**config.mk**
```make
export PLATFORM = sky130hd
export DESIGN_NAME = remap_acc_flat
export DESIGN_NICKNAME = d
export VERILOG_FILES = /design/src/rtl/remap_acc_if.sv /design/src/rtl/remap_acc.sv /design/src/flat_wrapper.sv
export SDC_FILE = /design/constraint.sdc
export NUM_CORES = 1
export LEC_CHECK = 0
export BUFFER_PORTS_ARGS = -buffer_cell sky130_fd_sc_hd__buf_4
export CELL_PAD_IN_SITES_DETAIL_PLACEMENT = 1
export CELL_PAD_IN_SITES_GLOBAL_PLACEMENT = 1
export CORE_MARGIN = 2
export CORE_UTILIZATION = 44
export DETAILED_ROUTE_END_ITERATION = 16
export GPL_TIMING_DRIVEN = 0
export PLACE_DENSITY = 0.87
export SLEW_MARGIN = 10
export SYNTH_ARGS = -nofsm -noshare
export SYNTH_HDL_FRONTEND = slang
export SYNTH_SLANG_ARGS = --single-unit
export TNS_END_PERCENT = 20
```
**constraint.sdc**
```tcl
create_clock -name clk_i -period 6.7 [get_ports clk_i]
set_input_delay 0.335 -clock clk_i [delete_from_list [all_inputs] [get_ports clk_i]]
set_output_delay 0.335 -clock clk_i [all_outputs]
set_load 0.1 [all_outputs]
```
**src/rtl/remap_acc_if.sv**
```systemverilog
// rtl/remap_acc_if.sv - remap_acc term-in / sum-out handshake bundle.
// Optional max_o member present when REMAP_ACC_MAX_EN is defined.
`ifndef NUM_LENGTH
`define NUM_LENGTH 32
`endif

interface remap_acc_if #(
    parameter int NUM_W = `NUM_LENGTH,
    parameter int ACC_W = 40,
    parameter int CNT_W = 4
);
    logic             in_valid_i;
    logic             in_ready_o;
    logic [NUM_W-1:0] rslt_i;
    logic             last_i;
    logic             sum_valid_o;
    logic             sum_ready_i;
    logic [ACC_W-1:0] sum_o;
    logic [CNT_W-1:0] cnt_o;
    logic             ovf_o;
`ifdef REMAP_ACC_MAX_EN
    logic [NUM_W-1:0] max_o;
`endif

    modport slave (
        input  in_valid_i, rslt_i, last_i, sum_ready_i,
        output in_ready_o, sum_valid_o, sum_o, cnt_o, ovf_o
`ifdef REMAP_ACC_MAX_EN
        , output max_o
`endif
    );

    modport master (
        output in_valid_i, rslt_i, last_i, sum_ready_i,
        input  in_ready_o, sum_valid_o, sum_o, cnt_o, ovf_o
`ifdef REMAP_ACC_MAX_EN
        , input max_o
`endif
    );
endinterface

```
**src/rtl/remap_acc.sv**
```systemverilog
// rtl/remap_acc.sv - saturating burst accumulator after the remap stage.
// REMAP_ACC_MAX_EN adds a per-burst running maximum on max_o.
`ifndef NUM_LENGTH
`define NUM_LENGTH 32
`endif

module remap_acc #(
    parameter int NUM_W     = `NUM_LENGTH,
    parameter int ACC_W     = 40,
    parameter int BURST_LEN = 8,
    parameter int CNT_W     = $clog2(BURST_LEN + 1)
) (
    input  logic         clk_i,
    input  logic         rst_n_i,
    remap_acc_if.slave   bus
);
    typedef enum logic [1:0] {IDLE, ACC, HOLD} state_t;

    state_t           state_q, state_d;
    logic [ACC_W-1:0] acc_q, acc_d;
    logic [CNT_W-1:0] cnt_q, cnt_d;
    logic             ovf_q, ovf_d;
`ifdef REMAP_ACC_MAX_EN
    logic [NUM_W-1:0] max_q, max_d;
`endif

    // One extra bit catches the carry that signals saturation.
    logic [ACC_W:0]   acc_sum;
    logic [CNT_W-1:0] cnt_inc;

    assign acc_sum = {1'b0, acc_q} + (ACC_W + 1)'(bus.rslt_i);
    assign cnt_inc = cnt_q + CNT_W'(1);

    always_comb begin
        state_d = state_q;
        acc_d   = acc_q;
        cnt_d   = cnt_q;
        ovf_d   = ovf_q;
`ifdef REMAP_ACC_MAX_EN
        max_d   = max_q;
`endif
        case (state_q)
            IDLE, ACC: begin
                if (bus.in_valid_i) begin
                    acc_d = acc_sum[ACC_W] ? {ACC_W{1'b1}} : acc_sum[ACC_W-1:0];
                    ovf_d = ovf_q | acc_sum[ACC_W];
                    cnt_d = cnt_inc;
`ifdef REMAP_ACC_MAX_EN
                    if (bus.rslt_i > max_q) max_d = bus.rslt_i;
`endif
                    state_d = (cnt_inc == CNT_W'(BURST_LEN) || bus.last_i) ? HOLD : ACC;
                end
            end
            HOLD: begin
                if (bus.sum_ready_i) begin
                    acc_d   = '0;
                    cnt_d   = '0;
                    ovf_d   = 1'b0;
`ifdef REMAP_ACC_MAX_EN
                    max_d   = '0;
`endif
                    state_d = IDLE;
                end
            end
            default: state_d = IDLE;
        endcase
    end

    always_ff @(posedge clk_i or negedge rst_n_i) begin
        if (!rst_n_i) begin
            state_q <= IDLE;
            acc_q   <= '0;
            cnt_q   <= '0;
            ovf_q   <= 1'b0;
`ifdef REMAP_ACC_MAX_EN
            max_q   <= '0;
`endif
        end else begin
            state_q <= state_d;
            acc_q   <= acc_d;
            cnt_q   <= cnt_d;
            ovf_q   <= ovf_d;
`ifdef REMAP_ACC_MAX_EN
            max_q   <= max_d;
`endif
        end
    end

    assign bus.in_ready_o  = (state_q != HOLD);
    assign bus.sum_valid_o = (state_q == HOLD);
    assign bus.sum_o       = acc_q;
    assign bus.cnt_o       = cnt_q;
    assign bus.ovf_o       = ovf_q;
`ifdef REMAP_ACC_MAX_EN
    assign bus.max_o       = max_q;
`endif
endmodule

```
**src/flat_wrapper.sv**
```systemverilog
// flat-port wrapper written by rule: the top's interface ports become plain ports
module remap_acc_flat 
#(
    parameter int NUM_W     = `NUM_LENGTH,
    parameter int ACC_W     = 40,
    parameter int BURST_LEN = 8,
    parameter int CNT_W     = $clog2(BURST_LEN + 1)
)
  (clk_i, rst_n_i, bus_in_valid_i, bus_rslt_i, bus_last_i, bus_sum_ready_i, bus_in_ready_o, bus_sum_valid_o, bus_sum_o, bus_cnt_o, bus_ovf_o);
  remap_acc_if #(.NUM_W(NUM_W), .ACC_W(ACC_W), .CNT_W(CNT_W)) bus_i ();
  input  logic clk_i;
  input  logic rst_n_i;
  input wire logic [$bits(bus_i.in_valid_i)-1:0] bus_in_valid_i;
  input wire logic [$bits(bus_i.rslt_i)-1:0] bus_rslt_i;
  input wire logic [$bits(bus_i.last_i)-1:0] bus_last_i;
  input wire logic [$bits(bus_i.sum_ready_i)-1:0] bus_sum_ready_i;
  output wire logic [$bits(bus_i.in_ready_o)-1:0] bus_in_ready_o;
  output wire logic [$bits(bus_i.sum_valid_o)-1:0] bus_sum_valid_o;
  output wire logic [$bits(bus_i.sum_o)-1:0] bus_sum_o;
  output wire logic [$bits(bus_i.cnt_o)-1:0] bus_cnt_o;
  output wire logic [$bits(bus_i.ovf_o)-1:0] bus_ovf_o;
  assign bus_i.in_valid_i = bus_in_valid_i;
  assign bus_i.rslt_i = bus_rslt_i;
  assign bus_i.last_i = bus_last_i;
  assign bus_i.sum_ready_i = bus_sum_ready_i;
  assign bus_in_ready_o = bus_i.in_ready_o;
  assign bus_sum_valid_o = bus_i.sum_valid_o;
  assign bus_sum_o = bus_i.sum_o;
  assign bus_cnt_o = bus_i.cnt_o;
  assign bus_ovf_o = bus_i.ovf_o;
  remap_acc #(.NUM_W(NUM_W), .ACC_W(ACC_W), .BURST_LEN(BURST_LEN), .CNT_W(CNT_W)) u_core (.clk_i(clk_i), .rst_n_i(rst_n_i), .bus(bus_i));
endmodule
```
==> flow_summary_export.csv, run 1 <==
group,metric,value,unit
route,drcViolationCount,0,
setup_path,path_max_fanout,9,
setup_path,cp_data_arrival_time,3620,ps
route,wl_per_cell,19.7,µm
placed_design,port-buffer-count,83,
timing,relSlewSlack,0.571,
timing,rsz0062_at_grt,"false",
setup_path,endpoint_kind,"flop",
route,avgViaCountPerCell,6.11,
timing,post-route-min-period,3440,ps
yosys,synth_xor_area_frac,0.0608,
route,drt_iter0_markers,113,
setup_path,cpMaxStageDelayCell,"nor2_2",
setup_path,cp_top_family,"compound AO/OA/AOI/OAI gates",
floorplanning,fp.dieArea,9600,µm²
timing,worstMarginPinSlew,644,ps
timing,slew_viol_final,0,
cts,cts_tree,"built",
setup_path,cp_slowest_stage_delay,460,ps
timing,setup_viol,0,
global_routing,grt_pass1_wl,21900,µm
layout,layout.nets,630,
yosys,synth_top_family_by_area,"compound AO/OA/AOI/OAI gates",
layout,drive_gt1_frac,0.205,
setup_path,worst-setup-path-type,"flop to flop",
timing,max_clock_freq,291,MHz
yosys,seq_area_frac_synth,0.303,
global_routing,grt_overflow,0,
global_routing,grt_pass1_vias,4430,
route,firstDrtPassIters,4,
cts,postCtsSetupRepairBufs,0,
layout,fillerInstances,1082,
layout,final_cells,668,
yosys,synth_edf_count,0,
setup_path,crit_path_start_kind,"flop",
floorplanning,rows,34,
yosys,synth_flop_cell,"dfrtp_1",
yosys,synth_simple_gate_area_share,0.190,
layout,area_growth,22.9,%
layout,layout.cells.most_common_list,"buf_4 (84), a21oi_1 (65), dfrtp_1 (47)",
status,outcome,"complete, no violations",
floorplanning,die_h,98.0,µm
global_routing,antenna_found_initial,0,
global_routing,track_usage,0.280,
yosys,synth.distinct_cells,57,
route,drt-total-wl,13100,µm
setup_path,crit_chain,"ha_1, fa_1, a211oi_2, o21ai_2, o311ai_4, a31oi_2, a211oi_4, a21oi_2, nor2_2, a21oi_1",
cts,clock_path_buffers,2,
yosys,ys_ff_latch,47,
job,max_cap_violations,0,
timing,hold_viol_final,0,
timing,fin_skew,4.30,ps
cts,postCtsHoldBufs,0,
floorplanning,coreArea,8640,µm²
timing,fin_tns_setup,0,ps
cts,cts_resized,0,
floorplanning,initial_utilization,0.450,
floorplanning,die_x,98.0,µm
cts,clk_pin_slew_worst_paths,100,ps
floorplanning,ioPinCount,84,
yosys,synth_fa_ha_area_frac,0.111,
cts,root_buffer,"clkbuf_8",
placed_design,hpwl,9870,µm
placed_design,placed_cells,660,
layout,multiInputGateArea,2590,µm²
global_routing,grt_max_degree,48,
setup_path,crit_buf_inv,0,
yosys,yosys-mux-area-fraction,0.0103,
cts,clock_latency,310,ps
layout,regArea,1180,µm²
layout,final_common_cell,"buf_4",
cts,cts_sinks,47,
timing,timing.final.crit_share,0.514,
setup_path,required,6880,ps
cts,cts_inserted_buffers,5,
yosys,syn-num-nets,540,
route,ant_nets,0,
yosys,syn_area,3890,µm²
cts,h-tree-depth,2,
yosys,ys_async_sr_fraction,1.00,
layout,n_antenna_cell,0,
placed_design,routabilityCongestion,0.935,
yosys,syn_area_per_cell,8.29,µm²
min_path,holdCritPathClass,"input pin to asynchronous set/reset pin",
yosys,yosysWarningCount,0,
timing,fin_hold_ws,46.2,ps
route,via_count,4083,
yosys,synthCells,469,
yosys,synth-compound-area-share,0.293,
-- final cells by class --
cell class	instances	share of cell area
plain buffers	23	0.0196
clock buffers	6	0.0152
clock inverters	2	0.0126
inverters	8	0.00629
multi-input cells	391	0.541
flip-flops and latches	47	0.246
well taps	108	0.0283
repair buffers	83	0.130
-- path summary, 6_finish.rpt --
kind	slack, ps	end	start	depth (start not counted)
max	3260	u_core.bus.sum_o[19]$_DFFE_PN0P_	u_core.bus.sum_o[0]$_DFFE_PN0P_	10
min	50	u_core.bus.sum_o[33]$_DFFE_PN0P_	rst_n_i	1
max reg2reg	3260	u_core.bus.sum_o[19]$_DFFE_PN0P_	u_core.bus.sum_o[0]$_DFFE_PN0P_	10
min reg2reg	510	u_core.state_q[0]$_DFFE_PN0P_	u_core.state_q[1]$_DFFE_PN0P_	1
max in group asynchronous	6230	u_core.bus.sum_o[10]$_DFFE_PN0P_	rst_n_i	1
min in group clk_i	240	u_core.state_q[1]$_DFFE_PN0P_	bus_sum_ready_i	2
-- metrics by stage --
stage / utilization / worst slack [ps] / cell area [µm²]
global placement: 0.538 / 3320 / 4640
detailed placement: 0.538 / 3280 / 4640
global route: 0.553 / 3100 / 4780
CTS: 0.553 / 3290 / 4780
finish: 0.553 / 3260 / 4780
floorplan: - / 3300 / 3890
-- logic make-up (layout without fill, tap and decap cells) --
kind of cell,Yosys count,in the layout
DFF,47,47
and+or+nand+nor,154,154
buffers and inverters,31,122
xor gates and xnor gates,27,27
AOI/OAI and AO/OA,172,172
adders and majority gates,34,34
muxes,4,4
-- Yosys cell counts, types with 3 or more instances --
| master | instances | share of area |
|---|---|---|
| nor3_1 | 10 | 0.013 |
| or3_1 | 4 | 0.0064 |
| dfrtp_1 | 47 | 0.30 |
| nand4_1 | 4 | 0.0064 |
| o31a_1 | 3 | 0.0068 |
| a211oi_2 | 3 | 0.0097 |
| o21bai_1 | 3 | 0.0058 |
| a211oi_1 | 4 | 0.0077 |
| nor2b_1 | 4 | 0.0064 |
| o21ai_0 | 28 | 0.036 |
| clkbuf_1 | 19 | 0.018 |
| o211ai_1 | 6 | 0.012 |
| o21a_1 | 6 | 0.012 |
| a31oi_1 | 20 | 0.032 |
| a21oi_1 | 65 | 0.084 |
| inv_1 | 8 | 0.0077 |
| nor2_1 | 37 | 0.036 |
| nand3_1 | 29 | 0.037 |
| and4_1 | 6 | 0.014 |
| a21oi_2 | 3 | 0.0068 |
| mux2i_1 | 4 | 0.010 |
| nand2_1 | 40 | 0.039 |
| a21o_1 | 8 | 0.015 |
| and3_1 | 5 | 0.0080 |
| xnor2_1 | 18 | 0.041 |
| xor2_1 | 9 | 0.020 |
| nand2b_1 | 5 | 0.0080 |
| ha_1 | 33 | 0.11 |
-- layer usage --
metal / share of wire / global-route usage / routed length [µm]
met5: 0 / 0 / 0
met4: 0.013 / 0.0780 / 176
met3: 0.037 / 0.0329 / 484
met2: 0.52 / 0.509 / 6800
met1: 0.43 / 0.349 / 5680
-- sequential cells by signal (all words and copies together), names as in the netlist --
| name | flops |
|---|---|
| u_core.bus.ovf_o | 1 |
| u_core.bus.cnt_o | 4 |
| u_core.state_q | 2 |
| u_core.bus.sum_o | 40 |
Power of run 1 is not shown: default switching activity piles up to over one toggle a cycle in this logic, so the estimate is an artifact.
==> inputs of run 2 (changes only) <==
Settings changed: ABC_AREA from default to 1, CORE_UTILIZATION 44 to 39, PLACE_DENSITY 0.87 to 0.82.
Clock period 6.7 ns to 3.4 ns, I/O delays scaled along.
==> run 2 against run 1 <==
Synthesized cell count is 75% higher. Via count is 33% higher. Wire length up 31%. Utilization decreased by 6.5 points. Final area is 23% higher. Non-clock buffer count down 10. Critical endpoint is now u_core.bus.sum_o[25]$_DFFE_PN0P_.
==> flow_summary_export.csv, run 2 <==
group,metric,value,unit
placed_design,port-buffer-count,83,
layout,fin_area,5880,µm²
placed_design,pre_cts_slack,825,ps
min_path,whs_path_depth,2,
timing,fin_skew,7.92,ps
setup_path,path_max_fanout,10,
layout,fillerInstances,1739,
global_routing,antenna_found_initial,0,
cts,cts_sinks,47,
yosys,synth_flop_cell,"dfrtp_1",
min_path,hold_end,"u_core.state_q[0]$_DFFE_PN0P_",
global_routing,grt_max_degree,48,
cts,h-tree-depth,2,
yosys,synth_largest_area_cell,"nand2_1",
global_routing,track_usage,0.271,
yosys,syn_area_per_cell,5.91,µm²
setup_path,cp_slowest_stage_delay,470,ps
setup_path,reg2reg_setup_slack,780,ps
route,met1Wirelength,7990,µm
global_routing,grt_pass1_wl,28200,µm
yosys,synthCells,821,
global_routing,grt_overflow,0,
setup_path,required,3600,ps
route,drcViolationCount,0,
cts,clock_latency,310,ps
placed_design,placed_area,5690,µm²
timing,fin_hold_ws,44.7,ps
timing,max_clock_freq,382,MHz
global_routing,grt_pass1_vias,5771,
floorplanning,ioPinCount,84,
yosys,netlist_top_cells_count,"nand2_1 (377), inv_1 (119), nor2_1 (66)",
cts,cts_inserted_buffers,5,
route,wl_per_cell,15.9,µm
floorplanning,fp.dieArea,13300,µm²
layout,layout.cells.most_common_list,"nand2_1 (377), inv_1 (119), buf_4 (83)",
floorplanning,coreArea,12100,µm²
power,vdd_ir_drop_max,0.616,mV
yosys,ys_ff_latch,47,
yosys,seq_area_frac_synth,0.242,
route,dr_wl_met3,780,µm
yosys,syn_area,4850,µm²
timing,fin_tns_setup,0,ps
timing,slew_viol_final,0,
layout,layout.nets,983,
setup_path,cpMaxStageDelayCell,"fa_1",
setup_path,r2r-start,"u_core.bus.sum_o[0]$_DFFE_PN0P_",
layout,final_common_cell,"nand2_1",
yosys,yosysMostFrequentCell,"nand2_1",
yosys,synth_top_area_frac,0.292,
min_path,hold_start,"bus_in_valid_i",
floorplanning,rows,40,
timing,timing.final.crit_share,0.770,
cts,cts_tree,"built",
setup_path,crit_path_start_kind,"flop",
route,drt_iter0_markers,228,
route,ant_nets,0,
floorplanning,die_h,116,µm
timing,relSlewSlack,0.416,
setup_path,crit_chain,"ha_1, fa_1, nand2_1, nand3_1, nand3_1, nand2_2, nand2_2, nand2_4, nand3_4, nand2_4, nand2_4, buf_8, nand3_2, nand2_1, nand2_1",
floorplanning,initial_utilization,0.402,
yosys,synth_edf_count,0,
placed_design,routabilityCongestion,0.942,
yosys,synth.distinct_cells,35,
status,outcome,"complete, no violations",
power,powerDensity,1120,nW/µm²
layout,area_growth,21.3,%
power,p_leak,3.44,nW
placed_design,hpwl,14200,µm
layout,drive_gt1_frac,0.137,
power,finalPower,6.60,mW
setup_path,worst-setup-path-type,"flop to flop",
placed_design,placed_cells,1072,
min_path,holdCritPathClass,"input pin to flop",
yosys,ys_async_sr_fraction,1.00,
timing,setup_viol,0,
job,max_cap_violations,0,
cts,root_buffer,"clkbuf_16",
layout,largest_register_ffs,40,
cts,clock_path_buffers,2,
timing,timing.final.ws_setup,783,ps
layout,final_cells,1081,
layout,utilization,0.488,
setup_path,endpoint_kind,"flop",
timing,hold_viol_final,0,
cts,postCtsSetupRepairBufs,0,
route,via_count,5443,
timing,worstMarginPinSlew,872,ps
cts,cts_resized,0,
yosys,syn-num-nets,892,
floorplanning,die_x,116,µm
yosys,yosysWarningCount,0,
route,route.top_layer_used,"met4",
cts,clk_pin_slew_worst_paths,70,ps
route,avgViaCountPerCell,5.04,
timing,post-route-min-period,2620,ps
timing,rsz0062_at_grt,"false",
route,drt-total-wl,17200,µm
yosys,synth.area.top_cells,"nand2_1 (29%), dfrtp_1 (24%), inv_1 (9.2%), ha_1 (8.5%), nand3_1 (5.4%)",
route,firstDrtPassIters,4,
setup_path,r2r_cells,15,
layout,n_antenna_cell,0,
setup_path,regToRegEndpoint,"u_core.bus.sum_o[25]$_DFFE_PN0P_",
setup_path,cp_data_arrival_time,2820,ps
route,route.met2.wl,8190,µm
[run 2: cell count changes in the layout (fill, tap and decap cells not counted), sizes merged, moves of 6 or more]
cell | before | now
and4 | 6 | 0
nor2 | 38 | 69
a21o | 8 | 1
and3 | 6 | 0
inv | 8 | 123
a211oi | 8 | 0
nand2 | 40 | 384
o21a | 6 | 0
nand3 | 29 | 62
a31oi | 23 | 0
clkbuf | 26 | 12
xor2 | 9 | 2
a21oi | 68 | 30
o21ai | 31 | 10
[run 2: worst max path at each step]
| stage | startpoint | endpoint | slack, ps | cells after the start |
|---|---|---|---|---|
| floorplan | u_core.state_q[0]$_DFFE_PN0P_ | u_core.state_q[1]$_DFFE_PN0P_ | 300 | 3 |
| global placement | u_core.bus.sum_o[0]$_DFFE_PN0P_ | u_core.bus.sum_o[25]$_DFFE_PN0P_ | 860 | 15 |
| detailed placement | u_core.bus.sum_o[0]$_DFFE_PN0P_ | u_core.bus.sum_o[25]$_DFFE_PN0P_ | 830 | 15 |
| CTS | u_core.bus.sum_o[0]$_DFFE_PN0P_ | u_core.bus.sum_o[25]$_DFFE_PN0P_ | 790 | 15 |
| global route | u_core.bus.sum_o[0]$_DFFE_PN0P_ | u_core.bus.sum_o[29]$_DFFE_PN0P_ | 650 | 15 |
| finish | u_core.bus.sum_o[0]$_DFFE_PN0P_ | u_core.bus.sum_o[25]$_DFFE_PN0P_ | 780 | 15 |
[run 2: area by class of cell]
cell class / instances / area, µm² / area share
clock inverter: 2 / 60.1 / 0.0102
tap: 168 / 210 / 0.0357
timing repair buffer: 84 / 633 / 0.108
buffer: 12 / 75.1 / 0.0128
multi-input combinational: 639 / 3140 / 0.533
clock buffer: 6 / 129 / 0.0219
sequential: 47 / 1180 / 0.200
inverter: 123 / 462 / 0.0785
[run 2: repair_timing]
item / in CTS / in global routing
endpoints found under the hold margin: 47 / 0
endpoints found under the setup margin: 0 / 0
hold buffers: 1 / 0
[run 2: layer usage]
metal  up-vias  GRT usage
met1      2643      0.356
li1       2689          -
met5         -          0
met3        13     0.0429
met2        98      0.471
met4         0     0.0522
[run 2: worst max-delay path: cells and delay by family, from the launching register on]
family        cells  cell delay (ps)
fa+ha+maj         2              730
buf+inv           1              190
flops             1              400
simple gates     12             1160
[run 2: logic make-up (layout without fill, tap and decap cells)]
family | count (synthesis) | count (layout) | synth area share
xor+xnor | 22 | 22 | 0.0397
fa+ha+maj | 34 | 34 | 0.0892
simple gates | 535 | 535 | 0.463
buf+inv | 135 | 227 | 0.111
compound gates | 48 | 48 | 0.0547
flops | 47 | 47 | 0.242
[run 2: where the power goes]
group | internal (mW) | switching [mW] | total [mW] | leakage (nW)
Clock | 0.423 | 0.259 | 0.682 | 0.0911
Sequential | 0.782 | 0.212 | 0.994 | 0.597
Combinational | 1.31 | 3.62 | 4.92 | 2.75
Total | 2.51 | 4.09 | 6.60 | 3.44
Note: power is estimated with default switching activity, not from simulation.
==> inputs of run 3 (changes only) <==
Settings changed: ABC_AREA 1 to 0, CORE_UTILIZATION 39 to 41.
Clock period 3.4 ns to 2.7 ns, I/O delays scaled along.
==> run 3 against run 2 <==
Setup slack worse by 1100 ps. Cell count shrank 35%. Highest routed layer unchanged. First-iteration DRC count fell by 56%. Critical path type unchanged. Largest cell class unchanged. Worst hold slack lost 5.7 ps. Critical endpoint is now u_core.bus.sum_o[19]$_DFFE_PN0P_. The flow now finishes with violations (negative setup slack). Die area down 23%.
==> flow_summary_export.csv, run 3 (synthesis results as in run 1) <==
group,metric,value,unit
setup_path,crit_buf_inv,2,
route,via_count,4100,
setup_path,required,2910,ps
floorplanning,ioPinCount,84,
timing,post-route-min-period,3030,ps
global_routing,antenna_found_initial,0,
cts,cts_inserted_buffers,5,
placed_design,routabilityCongestion,0.883,
placed_design,hpwl,9810,µm
cts,cts_sinks,47,
floorplanning,die_x,101,µm
global_routing,grt_max_degree,48,
layout,final_common_cell,"buf_4",
min_path,whs_path_depth,2,
placed_design,placed_area,4710,µm²
route,avgViaCountPerCell,5.83,
setup_path,r2r_cells,12,
route,drt-total-wl,13400,µm
min_path,hold_start,"bus_sum_ready_i",
cts,clk_pin_slew_worst_paths,100,ps
timing,fin_skew,11.1,ps
global_routing,grt_overflow,0,
setup_path,crit_path_start_kind,"flop",
setup_path,cpMaxStageDelayCell,"dfrtp_4",
status,outcome,"complete, but fails checks",
min_path,hold_end,"u_core.state_q[1]$_DFFE_PN0P_",
setup_path,endpoint_kind,"flop",
setup_path,reg2reg_setup_slack,-330,ps
timing,worstMarginPinSlew,689,ps
floorplanning,fp.dieArea,10300,µm²
cts,h-tree-depth,2,
floorplanning,initial_utilization,0.421,
layout,layout.nets,644,
route,ant_nets,0,
route,drt_iter0_markers,101,
global_routing,track_usage,0.261,
route,firstDrtPassIters,4,
setup_path,r2r-start,"u_core.bus.sum_o[0]$_DFFE_PN0P_",
setup_path,worst-setup-path-type,"flop to flop",
layout,regArea,1190,µm²
layout,n_antenna_cell,0,
floorplanning,coreArea,9240,µm²
global_routing,grt_pass1_wl,21200,µm
cts,root_buffer,"clkbuf_8",
setup_path,crit_path_frequent_cell,"a211oi_4",
setup_path,cp_data_arrival_time,3250,ps
timing,relSlewSlack,0.540,
route,drcViolationCount,0,
cts,cts_tree,"built",
timing,timing.final.ws_setup,-334,ps
timing,hold_viol_final,0,
route,wl_per_cell,19.0,µm
min_path,holdCritPathClass,"input pin to flop",
global_routing,grt_pass1_vias,4242,
timing,rsz0062_at_grt,"true",
layout,drive_gt1_frac,0.267,
status,violations,"negative setup slack",
setup_path,cp_slowest_stage_delay,510,ps
setup_path,regToRegEndpoint,"u_core.bus.sum_o[19]$_DFFE_PN0P_",
layout,fin_area,5060,µm²
layout,fillerInstances,1136,
setup_path,crit_chain,"ha_4, fa_2, a211oi_4, o21ai_4, o311ai_4, a31oi_4, a211oi_4, buf_6, a21oi_4, nor2_4, buf_12, a21oi_1",
layout,area_growth,30.2,%
layout,multiInputGateArea,2710,µm²
timing,timing.final.crit_share,1.12,
timing,slew_viol_final,0,
job,max_cap_violations,0,
floorplanning,die_h,101,µm
cts,clock_latency,320,ps
layout,layout.cells.most_common_list,"buf_4 (91), a21oi_1 (58), nand2_1 (39)",
floorplanning,rows,35,
timing,setup_viol,41,
setup_path,cp_top_family,"compound AO/OA/AOI/OAI gates",
setup_path,path_max_fanout,7,
layout,largest_register_ffs,40,
placed_design,port-buffer-count,83,
cts,clock_path_buffers,2,
timing,max_clock_freq,330,MHz
[run 3: how the worst max path moves through the flow]
stage / depth (start not counted) / end / startpoint
floorplan: 10 / u_core.bus.sum_o[37]$_DFFE_PN0P_ / u_core.bus.sum_o[0]$_DFFE_PN0P_
global placement: 10 / u_core.bus.sum_o[11]$_DFFE_PN0P_ / u_core.bus.sum_o[0]$_DFFE_PN0P_
detailed placement: 10 / u_core.bus.sum_o[24]$_DFFE_PN0P_ / u_core.bus.sum_o[0]$_DFFE_PN0P_
CTS: 11 / u_core.bus.sum_o[24]$_DFFE_PN0P_ / u_core.bus.sum_o[0]$_DFFE_PN0P_
global route: 12 / u_core.bus.sum_o[20]$_DFFE_PN0P_ / u_core.bus.sum_o[0]$_DFFE_PN0P_
finish: 12 / u_core.bus.sum_o[19]$_DFFE_PN0P_ / u_core.bus.sum_o[0]$_DFFE_PN0P_
[run 3: repair_timing]
item | 4_1_cts | 5_1_grt
setup endpoints to repair | 41 | 41
pin swaps | 15 | 6
gates cloned | 1 | 0
gates resized for setup | 15 | 15
hold endpoints to repair | 47 | 0
hold buffers | 1 | 0
buffers inserted | 6 | 6
[run 3: stage by stage]
stage / setup TNS (ps) / utilization / cells / setup slack (ps) / hold slack, ps
after floorplan: -6820 / - / 469 / -279 / -161
after global placement: -15450 / 0.510 / 681 / -526 / 194
after detailed placement: -19200 / 0.510 / 681 / -628 / 210
after CTS: -7550 / 0.536 / 697 / -274 / 31.9
after global routing: -14170 / 0.548 / 703 / -413 / 42.1
final: -10790 / 0.548 / 703 / -334 / 39.0
[run 3: metal layers]
| layer | wire, µm | part of all wire | GRT usage |
|---|---|---|---|
| met1 | 5950 | 0.45 | 0.330 |
| met2 | 6790 | 0.51 | 0.469 |
| met3 | 438 | 0.033 | 0.0338 |
| met4 | 191 | 0.014 | 0.0707 |
| met5 | 0 | 0 | 0 |
[run 3: area by class of cell]
| class | count | share of cell area |
|---|---|---|
| timing repair buffer | 96 | 0.148 |
| inverter | 8 | 0.00593 |
| clock buffer | 5 | 0.0136 |
| multi-input combinational | 392 | 0.536 |
| tap | 129 | 0.0319 |
| sequential | 47 | 0.236 |
| buffer | 23 | 0.0200 |
| clock inverter | 3 | 0.00915 |
Power of run 3 is left out for the same reason.
